--- src/rtl/uart_tx_if.sv ---
// TX FIFO read port seen from the transmitter: pop request out, word and empty flag in.
// The word is valid on the cycle after the pop request.
interface uart_tx_if #(
  parameter int DataLength = 8
);
  logic [DataLength-1:0] tx_data;
  logic                  tx_fifo_empty;
  logic                  tx_fifo_read_en;

  modport master (
    input  tx_data,
    input  tx_fifo_empty,
    output tx_fifo_read_en
  );

  modport slave (
    output tx_data,
    output tx_fifo_empty,
    input  tx_fifo_read_en
  );
endinterface

--- src/rtl/uart_tx.sv ---
// UART transmitter: pops a word from the TX FIFO and serialises start, data (LSB first),
// optional parity and stop bits onto o_tx, one bit per prescaler strobe.
module uart_tx #(
  parameter bit ErrorChecking = 1'b0,
  parameter bit ParityEven    = 1'b0,
  parameter int StopBits      = 1,
  parameter int DataLength    = 8
) (
  input  logic      i_clk,
  input  logic      i_rst,
  output logic      o_tx,
  uart_tx_if.master fifo,
  input  logic      i_strobe,
  output logic      o_prescaler_en,
  output logic      o_busy
);

  localparam int CntW = $clog2(DataLength);
  localparam logic [CntW-1:0] BitCntInit = CntW'(DataLength - 1);
  localparam logic StopCntInit = 1'(StopBits - 1);

  typedef enum logic [2:0] {
    IDLE,
    FETCH,
    START,
    DATA,
    PARITY,
    STOP
  } state_t;

  state_t                state;
  logic [DataLength-1:0] shift_q;
  logic [CntW-1:0]       bit_cnt;
  logic                  stop_cnt;
  logic                  parity_q;
  logic                  pop;

  function automatic logic parity_bit(input logic [DataLength-1:0] word);
    return ParityEven ? (^word) : (~^word);
  endfunction

  // The pop is combinational so the FIFO word arrives while the FSM sits in FETCH.
  assign pop                  = (state == IDLE) && !fifo.tx_fifo_empty && !i_rst;
  assign fifo.tx_fifo_read_en = pop;
  assign o_busy               = (state != IDLE) || pop;

  always_ff @(posedge i_clk or posedge i_rst) begin
    if (i_rst) begin
      state          <= IDLE;
      o_tx           <= 1'b1;
      o_prescaler_en <= 1'b0;
      shift_q        <= '0;
      bit_cnt        <= '0;
      stop_cnt       <= 1'b0;
      parity_q       <= 1'b0;
    end else begin
      case (state)
        IDLE: begin
          o_tx <= 1'b1;
          if (pop) state <= FETCH;
        end

        FETCH: begin
          shift_q        <= fifo.tx_data;
          parity_q       <= parity_bit(fifo.tx_data);
          bit_cnt        <= BitCntInit;
          o_tx           <= 1'b0;
          o_prescaler_en <= 1'b1;
          state          <= START;
        end

        START: begin
          if (i_strobe) begin
            o_tx  <= shift_q[0];
            state <= DATA;
          end
        end

        DATA: begin
          if (i_strobe) begin
            if (bit_cnt == '0) begin
              if (ErrorChecking) begin
                o_tx  <= parity_q;
                state <= PARITY;
              end else begin
                o_tx     <= 1'b1;
                stop_cnt <= StopCntInit;
                state    <= STOP;
              end
            end else begin
              // shift_q[0] is on the line now; shift_q[1] becomes the next bit
              shift_q <= shift_q >> 1;
              bit_cnt <= bit_cnt - 1'b1;
              o_tx    <= shift_q[1];
            end
          end
        end

        PARITY: begin
          if (i_strobe) begin
            o_tx     <= 1'b1;
            stop_cnt <= StopCntInit;
            state    <= STOP;
          end
        end

        STOP: begin
          if (i_strobe) begin
            if (stop_cnt == 1'b0) begin
              o_prescaler_en <= 1'b0;
              state          <= IDLE;
            end else begin
              stop_cnt <= stop_cnt - 1'b1;
            end
          end
        end

        default: begin
          o_tx           <= 1'b1;
          o_prescaler_en <= 1'b0;
          state          <= IDLE;
        end
      endcase
    end
  end

endmodule

--- src/flat_wrapper.sv ---
// flat-port wrapper written by rule: the top's interface ports become plain ports
module uart_tx_flat 
#(
  parameter bit ErrorChecking = 1'b0,
  parameter bit ParityEven    = 1'b0,
  parameter int StopBits      = 1,
  parameter int DataLength    = 8
)
  (i_clk, i_rst, o_tx, i_strobe, o_prescaler_en, o_busy, fifo_tx_data, fifo_tx_fifo_empty, fifo_tx_fifo_read_en);
  uart_tx_if #(.DataLength(DataLength)) fifo_i ();
  input  logic i_clk;
  input  logic i_rst;
  output logic o_tx;
  input  logic i_strobe;
  output logic o_prescaler_en;
  output logic o_busy;
  input wire logic [$bits(fifo_i.tx_data)-1:0] fifo_tx_data;
  input wire logic [$bits(fifo_i.tx_fifo_empty)-1:0] fifo_tx_fifo_empty;
  output wire logic [$bits(fifo_i.tx_fifo_read_en)-1:0] fifo_tx_fifo_read_en;
  assign fifo_i.tx_data = fifo_tx_data;
  assign fifo_i.tx_fifo_empty = fifo_tx_fifo_empty;
  assign fifo_tx_fifo_read_en = fifo_i.tx_fifo_read_en;
  uart_tx #(.ErrorChecking(ErrorChecking), .ParityEven(ParityEven), .StopBits(StopBits), .DataLength(DataLength)) u_core (.i_clk(i_clk), .i_rst(i_rst), .o_tx(o_tx), .fifo(fifo_i), .i_strobe(i_strobe), .o_prescaler_en(o_prescaler_en), .o_busy(o_busy));
endmodule
--- config.mk ---
export PLATFORM = sky130hd
export DESIGN_NAME = uart_tx_flat
export DESIGN_NICKNAME = d
export VERILOG_FILES = /design/src/rtl/uart_tx_if.sv /design/src/rtl/uart_tx.sv /design/src/flat_wrapper.sv
export SDC_FILE = /design/constraint.sdc
export NUM_CORES = 1
export LEC_CHECK = 0
export ABC_AREA = 1
export BUFFER_PORTS_ARGS = -buffer_cell sky130_fd_sc_hd__buf_2
export CORE_UTILIZATION = 45
export CTS_BUF_LIST = sky130_fd_sc_hd__clkbuf_16
export CTS_CLUSTER_DIAMETER = 30
export CTS_CLUSTER_SIZE = 30
export DETAILED_ROUTE_END_ITERATION = 8
export PLACE_DENSITY = 0.7
export SETUP_SLACK_MARGIN = 0.3
export SYNTH_ARGS = -nofsm -noshare
export SYNTH_HDL_FRONTEND = slang
export SYNTH_SLANG_ARGS = --single-unit
--- constraint.sdc ---
create_clock -name i_clk -period 3.05 [get_ports i_clk]
set_input_delay 0.7625 -clock i_clk [delete_from_list [all_inputs] [get_ports i_clk]]
set_output_delay 0.7625 -clock i_clk [all_outputs]
set_load 0.05 [all_outputs]
After elaboration in Yosys (flattened, before gate mapping) --
Index checks and enable logic that the tools add are counted.
Operators by class: $add $sub $neg 2, equality and inequality tests 13, multiplexer cells 28, bitwise gates (word level) 2, reduce and logical (&&, ||, !) cells 16
Operators with widths (count):
- $mux W3 | 9
- $pmux W3 S6 | 1
- $mux W8 | 2
- $pmux W8 S2 | 1
- $ne A2 B2 Y1 const B | 6
- $mux W1 | 11
- $reduce_and A7 Y1 | 1
- $eq A3 B2 Y1 const B | 2
- $eq A3 B3 Y1 const B | 2
- $logic_not A3 Y1 | 2
- $pmux W1 S3 | 2
- $pmux W3 S2 | 1
- $reduce_and A3 Y1 | 2
- $reduce_bool A3 Y1 | 2
- $pmux W1 S5 | 1
- $reduce_and A5 Y1 | 1
- $ne A2 B1 Y1 const B | 2
- $reduce_and A4 Y1 | 1
- $reduce_or A4 Y1 | 1
- $eq A3 B1 Y1 const B | 1
- $sub A3 B1 Y3 const B | 1
- $logic_and A1 B1 Y1 | 2
- $logic_not A1 Y1 | 2
- $not A1 Y1 | 2
- 3 further kinds | 3
Word-level totals: bits in registers 17, bits of input ports 12, output and inout bits 4, logic and storage cells 67

Longest topological paths before layout --
Gate-level depths: netlist of the first run.
word-level depth 5, depth in mapped cells 10, depth with buffers taken out 10

Worst setup path after synthesis of the first run --
OpenSTA, ideal clock, no wires.
path kind input-to-output, start point input i_rst, end point output fifo_tx_fifo_read_en, arrival 2.359 ns, data required time 2.288 ns, slack -0.072 ns, stages on the path 3, buffers on the path 0, cells stage by stage inv_1 -> nand2_1 -> nor3_1
On the way: word-level cells in the longest chain between the ends 2
Ends and longest elaborated chain:
- start: declaration | RTL line flat_wrapper.sv:12 | input logic i_rst;
- $logic_not A1 Y1 | RTL line uart_tx.sv:43 | assign pop = (state == IDLE) && !fifo.tx_fifo_empty && !i_rst;
- $logic_and A1 B1 Y1 | RTL line uart_tx.sv:43
- end: declaration | RTL line flat_wrapper.sv:19 | output wire logic [$bits(fifo_i.tx_fifo_read_en)-1:0] fifo_tx_fifo_read_en;
Every way passes these cells.

Worst setup path after layout of the first run --
Same ends and word-level chain as after synthesis.

==> results of run 1 <==
## layout make-up
type                       count  share of cell area
clock buffer                   3             0.06857
clock inverter                 1            0.003429
inverter                      23             0.07886
multi-input combinational     86              0.3783
sequential                    16              0.3669
tap                           25             0.02857
timing repair buffer          16             0.07543
## layer usage
layer	share of wire	vias to the layer above	track usage
met3	0.057	2	0.03462
met5	0	-	0
li1	-	431	-
met2	0.46	23	0.2822
met1	0.48	368	0.2708
met4	0.0024	0	0.1086
## through the flow
step / setup WS [ns] / cells / total power [mW]
6_report: 0.8450 / 170 / 1.264
5_1_grt: 0.7459 / 170 / 1.404
4_1_cts: 0.8401 / 170 / 1.282
3_5_place_dp: 0.8401 / 166 / 1.015
3_3_place_gp: 0.8465 / 166 / 1.009
2_1_floorplan: 0.3401 / 128 / 0.9180
## state kept, by name (all words and copies together) (netlist names)
name,cells
u_core.shift_q,8
u_core.state,3
u_core.o_tx,1
u_core.bit_cnt,3
u_core.o_prescaler_en,1
## kinds of logic after synthesis
| group | after synthesis | synth area share |
|---|---|---|
| AOI/OAI and AO/OA | 22 | 0.1372 |
| adders and majority gates | 2 | 0.02717 |
| buffers and inverters | 26 | 0.1196 |
| and+or+nand+nor | 62 | 0.2799 |
| DFF | 16 | 0.4361 |
## power by group through the flow
stage          clock network, mW  logic [mW]  registers [mW]
2_1_floorplan                  0       0.489           0.429
3_3_place_gp                   0       0.619           0.389
3_5_place_dp                   0       0.623           0.392
4_1_cts                    0.262       0.631           0.389
5_1_grt                    0.267       0.734           0.403
6_report                   0.254       0.622           0.388
## cell usage in the layout (no fill, tap or decap), types with 2 or more instances in the layout
master and instances:
nand3_1 8, ha_1 2, dfrtp_1 15, inv_1 22
o21ai_0 17, buf_2 15, nor2_1 7, clkbuf_16 3
nand2_1 42
## worst max-delay path by stage
stage,endpoint,cells past startpoint
final,fifo_tx_fifo_read_en,5
after detailed placement,fifo_tx_fifo_read_en,5
after floorplan,fifo_tx_fifo_read_en,3
after global routing,fifo_tx_fifo_read_en,4
after global placement,fifo_tx_fifo_read_en,5
after CTS,fifo_tx_fifo_read_en,5
## worst max-delay path, cell delays in order
cell	delay, ns
buf_2	0.10
inv_1	0.08
nand2_1	0.09
nor3_2	0.14
buf_2	0.28
==> results.py, run 1 <==
metrics = {
    "setup_path": {
        "startpoint_type": "input pin",
        "rrSetupSlack_ns": 1.27,
        "crit_required_ns": 2.29,
        "reg2reg_from": "u_core.state[2]$_DFFE_PP0P_",
        "arrival_ns": 1.44,
        "crit_start": "i_rst",
        "cp_max_fo": 2,
        "rr_endpoint": "u_core.bit_cnt[1]$_DFFE_PP0P_",
        "endpoint_kind": "output pin",
        "crit_type": "input pin to output pin",
        "ff2ff_path_depth": 7,
    },
    "yosys": {
        "synth_top_area_cell": "dfrtp_1",
        "synth_warnings": 0,
        "synth_commonest_cells": "42 x nand2_1, 22 x inv_1, 17 x o21ai_0, 15 x dfrtp_1, 8 x nand3_1",
        "postSynth.asyncResetShare": 1.000,
        "synth-seq-cells": 16,
        "synth_fp_nets": 142,
        "synth.yosys.seq_area_share": 0.4361,
        "postSynthCellCount": 128,
        "syn_area_um2": 920.9,
        "avgSynthCellArea_um2": 7.194,
        "synth_edf_count": 0,
        "synth.most_common_cell": "nand2_1",
        "synth.distinct_cells": 22,
        "synth_area_leaders": "dfrtp_1 41%, nand2_1 17%, o21ai_0 9.2%, inv_1 9.0%, nand3_1 4.3%",
        "synth_top_area_share": 0.4076,
        "ys.flop_type": "dfrtp_1",
    },
    "timing": {
        "slew-limit-headroom": 0.7091,
        "timing.final.crit_period_ns": 2.205,
        "tns_ns": 0,
        "fmax_mhz": 453.5,
        "fin_skew_ns": 0.0009225,
        "post-route-period-util": 0.7230,
        "tightest_slew_ns": 0.4353,
        "whs_ns": 0.4603,
        "final-setup-viol-count": 0,
        "rsz0062_at_grt": "no",
        "drv_slew": 0,
        "hold_viol": 0,
    },
    "finish": {
        "fin_util": 0.6014,
        "register_area_um2": 401.6,
        "diodes": 0,
        "layout-drive-gt1-share": 0.1862,
        "multi_input_area_um2": 414.1,
        "area_growth_pct": 18.89,
        "nNetsFinal": 160,
        "post-route-cell-area_um2": 1095,
        "fillerInstances": 190,
    },
    "grt": {
        "grt_max_degree": 22,
        "overflow": 0,
        "grt_antenna_before_repair": 0,
        "grt_pass1_wl_mm": 2.994,
        "grt_usage": 0.1943,
        "grt_pass1_vias": 733,
    },
    "clock_tree": {
        "cts_hold_buf": 0,
        "clkTransAtPathRegs_ns": 0.05,
        "postCtsSetupBuffers": 0,
        "post_cts_resized": 0,
        "cts_buffers": 3,
        "clk_path_buf_depth": 2,
        "insertion_delay_ns": 0.24,
        "htreeDepth": 1,
        "cts_root_buffer": "clkbuf_16",
        "cts_num_sinks": 16,
        "cts_tree": "done",
    },
    "place": {
        "placed_area_um2": 1016,
        "place.port_buffers": 15,
        "gp_congestion": 0.9006,
        "place_hpwl_mm": 1.232,
    },
    "power": {
        "p_switching_uw": 569.3,
        "switching_share": 0.4503,
        "power_frac_seq": 0.307,
        "power_frac_comb": 0.492,
        "power_density_nw_per_um2": 1155,
        "p_clk_frac": 0.201,
        "intPower_uw": 694.9,
        "leakage_nw": 0.6147,
        "ir_drop_mv": 0.6971,
    },
    "die": {
        "fp-row-count": 15,
        "die_h_um": 47.24,
        "core_um2": 1821,
        "initial_core_util": 0.5058,
        "dieArea_um2": 2231,
        "io-pin-count": 16,
        "die_x_um": 47.24,
    },
    "worst_hold_path": {
        "whs_path_depth": 2,
        "hp-class": "flip-flop to flip-flop",
        "hold_end": "u_core.o_tx$_DFFE_PP1P_",
        "worstHoldStart": "u_core.o_tx$_DFFE_PP1P_",
    },
    "status": {
        "status": "complete, no violations",
    },
    "route": {
        "postRouteAntennaNets": 0,
        "drt-vias-per-instance": 4.847,
        "drc": 0,
        "wirelength_mm": 1.691,
        "wl_per_cell_um": 9.947,
        "dr.pass1.iters": 4,
        "vias": 824,
        "first_iter_violations": 24,
    },
    "flow_run": {
        "cap_violations": 0,
    },
}
No activity file was read; power rests on OpenSTA's default activity.
==> run 2, diff against run 1 <==
Clock period 3.05 ns to 2.2 ns, I/O delays scaled along.
==> results.py, run 2 (synthesis results as in run 1) <==
metrics = {
    "setup_path": {
        "slowest_delay_ns": 0.43,
        "crit_type": "flip-flop to output pin",
        "startpoint_type": "flip-flop",
        "crit_start": "u_core.state[0]$_DFFE_PP0P_",
        "cp_max_fo": 4,
        "critPathSlowestCell": "dfrtp_2",
        "reg2reg_from": "u_core.bit_cnt[0]$_DFFE_PP0P_",
        "arrival_ns": 1.28,
        "crit_required_ns": 1.65,
        "endpoint_kind": "output pin",
        "crit_chain": "nor2_4 -> inv_1 -> nor3_4 -> buf_6",
    },
    "power": {
        "ir_drop_mv": 0.8240,
        "power_density_nw_per_um2": 1616,
        "leakage_nw": 0.6296,
        "power_mw": 1.856,
    },
    "clock_tree": {
        "cts_tree": "done",
        "cts_hold_buf": 0,
        "insertion_delay_ns": 0.24,
        "clkTransAtPathRegs_ns": 0.05,
        "htreeDepth": 1,
        "cts_num_sinks": 16,
        "cts_root_buffer": "clkbuf_16",
        "cts_buffers": 3,
        "clk_path_buf_depth": 2,
    },
    "timing": {
        "fin_skew_ns": 0.003850,
        "hold_viol": 0,
        "slew-limit-headroom": 0.7825,
        "post-route-period-util": 0.8329,
        "tns_ns": 0,
        "fmax_mhz": 545.7,
        "final-setup-viol-count": 0,
        "tightest_slew_ns": 0.3263,
        "rsz0062_at_grt": "no",
        "drv_slew": 0,
        "timing.final.crit_period_ns": 1.832,
    },
    "die": {
        "dieArea_um2": 2231,
        "fp-row-count": 15,
        "die_h_um": 47.24,
        "die_x_um": 47.24,
        "io-pin-count": 16,
        "initial_core_util": 0.5058,
        "core_um2": 1821,
    },
    "route": {
        "vias": 858,
        "drc": 0,
        "wirelength_mm": 1.880,
        "drt-vias-per-instance": 4.960,
        "wl_per_cell_um": 10.87,
        "dr.pass1.iters": 4,
        "first_iter_violations": 20,
        "postRouteAntennaNets": 0,
    },
    "flow_run": {
        "cap_violations": 0,
    },
    "finish": {
        "largest_register_ffs": 8,
        "final_common_cell": "nand2_1",
        "nNetsFinal": 163,
        "area_growth_pct": 24.73,
        "layout-drive-gt1-share": 0.2365,
        "regMostFlops": "u_core.shift_q",
        "layout_common_cells": "42 x nand2_1, 22 x inv_1, 17 x o21ai_0",
        "diodes": 0,
        "top_regs": "u_core.shift_q: 8 flops, u_core.bit_cnt: 3 flops, u_core.state: 3 flops",
    },
    "grt": {
        "grt_usage": 0.2065,
        "grt_antenna_before_repair": 0,
        "grt_max_degree": 21,
        "grt_pass1_vias": 754,
        "overflow": 0,
        "grt_pass1_wl_mm": 3.249,
    },
    "place": {
        "gp_congestion": 0.8469,
        "place_hpwl_mm": 1.396,
        "place.port_buffers": 15,
    },
    "worst_hold_path": {
        "hp-class": "input pin to asynchronous set/reset pin",
    },
    "status": {
        "status": "complete, no violations",
    },
}
## run 2: worst max-delay path: cells and delay by family, from the launching register on
| kind | cells | cell delay (ns) |
|---|---|---|
| buffers and inverters | 2 | 0.28 |
| AND/OR/NAND/NOR | 2 | 0.33 |
| flip-flops | 1 | 0.43 |
## run 2: area by class of cell
type | count | area [um^2]
clock buffer | 3 | 75.07
inverter | 23 | 90.09
clock inverter | 1 | 3.754
fill | 176 | 671.9
tap | 25 | 31.28
sequential | 16 | 404.1
timing repair buffer | 19 | 111.4
multi-input combinational | 86 | 432.9
## run 2: power breakdown
part / switching, mW / internal [mW] / total (mW) / leakage, nW
Clock: 0.107 / 0.240 / 0.347 / 0.0423
Combinational: 0.641 / 0.320 / 0.961 / 0.396
Sequential: 0.0897 / 0.458 / 0.547 / 0.191
Total: 0.837 / 1.02 / 1.86 / 0.630
## run 2: routing by layer
| metal | global-route usage | routed length, um | vias up |
|---|---|---|---|
| met3 | 0.04615 | 114 | 2 |
| li1 | - | - | 439 |
| met4 | 0.05143 | 12 | 0 |
| met5 | 0 | 0 | - |
| met1 | 0.2745 | 850 | 387 |
| met2 | 0.3397 | 902 | 30 |
## run 2: what timing repair did
item                       in CTS  in global routing
setup buffers                   0                  1
pin swaps                       0                  1
setup endpoints to repair       1                  1
resized for setup               4                  2
## run 2: worst paths after layout
kind	end	slack (ns)	cells after the start
max	fifo_tx_fifo_read_en	0.37	4
min	u_core.shift_q[4]$_DFFE_PP0P_	0.37	3
max reg2reg	u_core.shift_q[3]$_DFFE_PP0P_	0.58	8
min reg2reg	u_core.o_tx$_DFFE_PP1P_	0.47	2
max in group asynchronous	u_core.o_tx$_DFFE_PP1P_	1.58	3
min in group i_clk	u_core.o_tx$_DFFE_PP1P_	0.47	2
## run 2: metrics by stage
step / std cells / hold slack (ns) / setup slack [ns] / utilization / cell area [um^2]
2_1_floorplan: 128 / 0.3812 / 0.3203 / - / 940.9
3_3_place_gp: 168 / 0.4530 / 0.4318 / 0.5746 / 1046
3_5_place_dp: 168 / 0.4607 / 0.3694 / 0.5746 / 1046
4_1_cts: 172 / 0.3663 / 0.3084 / 0.6241 / 1136
5_1_grt: 173 / 0.3787 / 0.3093 / 0.6309 / 1149
6_report: 173 / 0.3681 / 0.3676 / 0.6309 / 1149
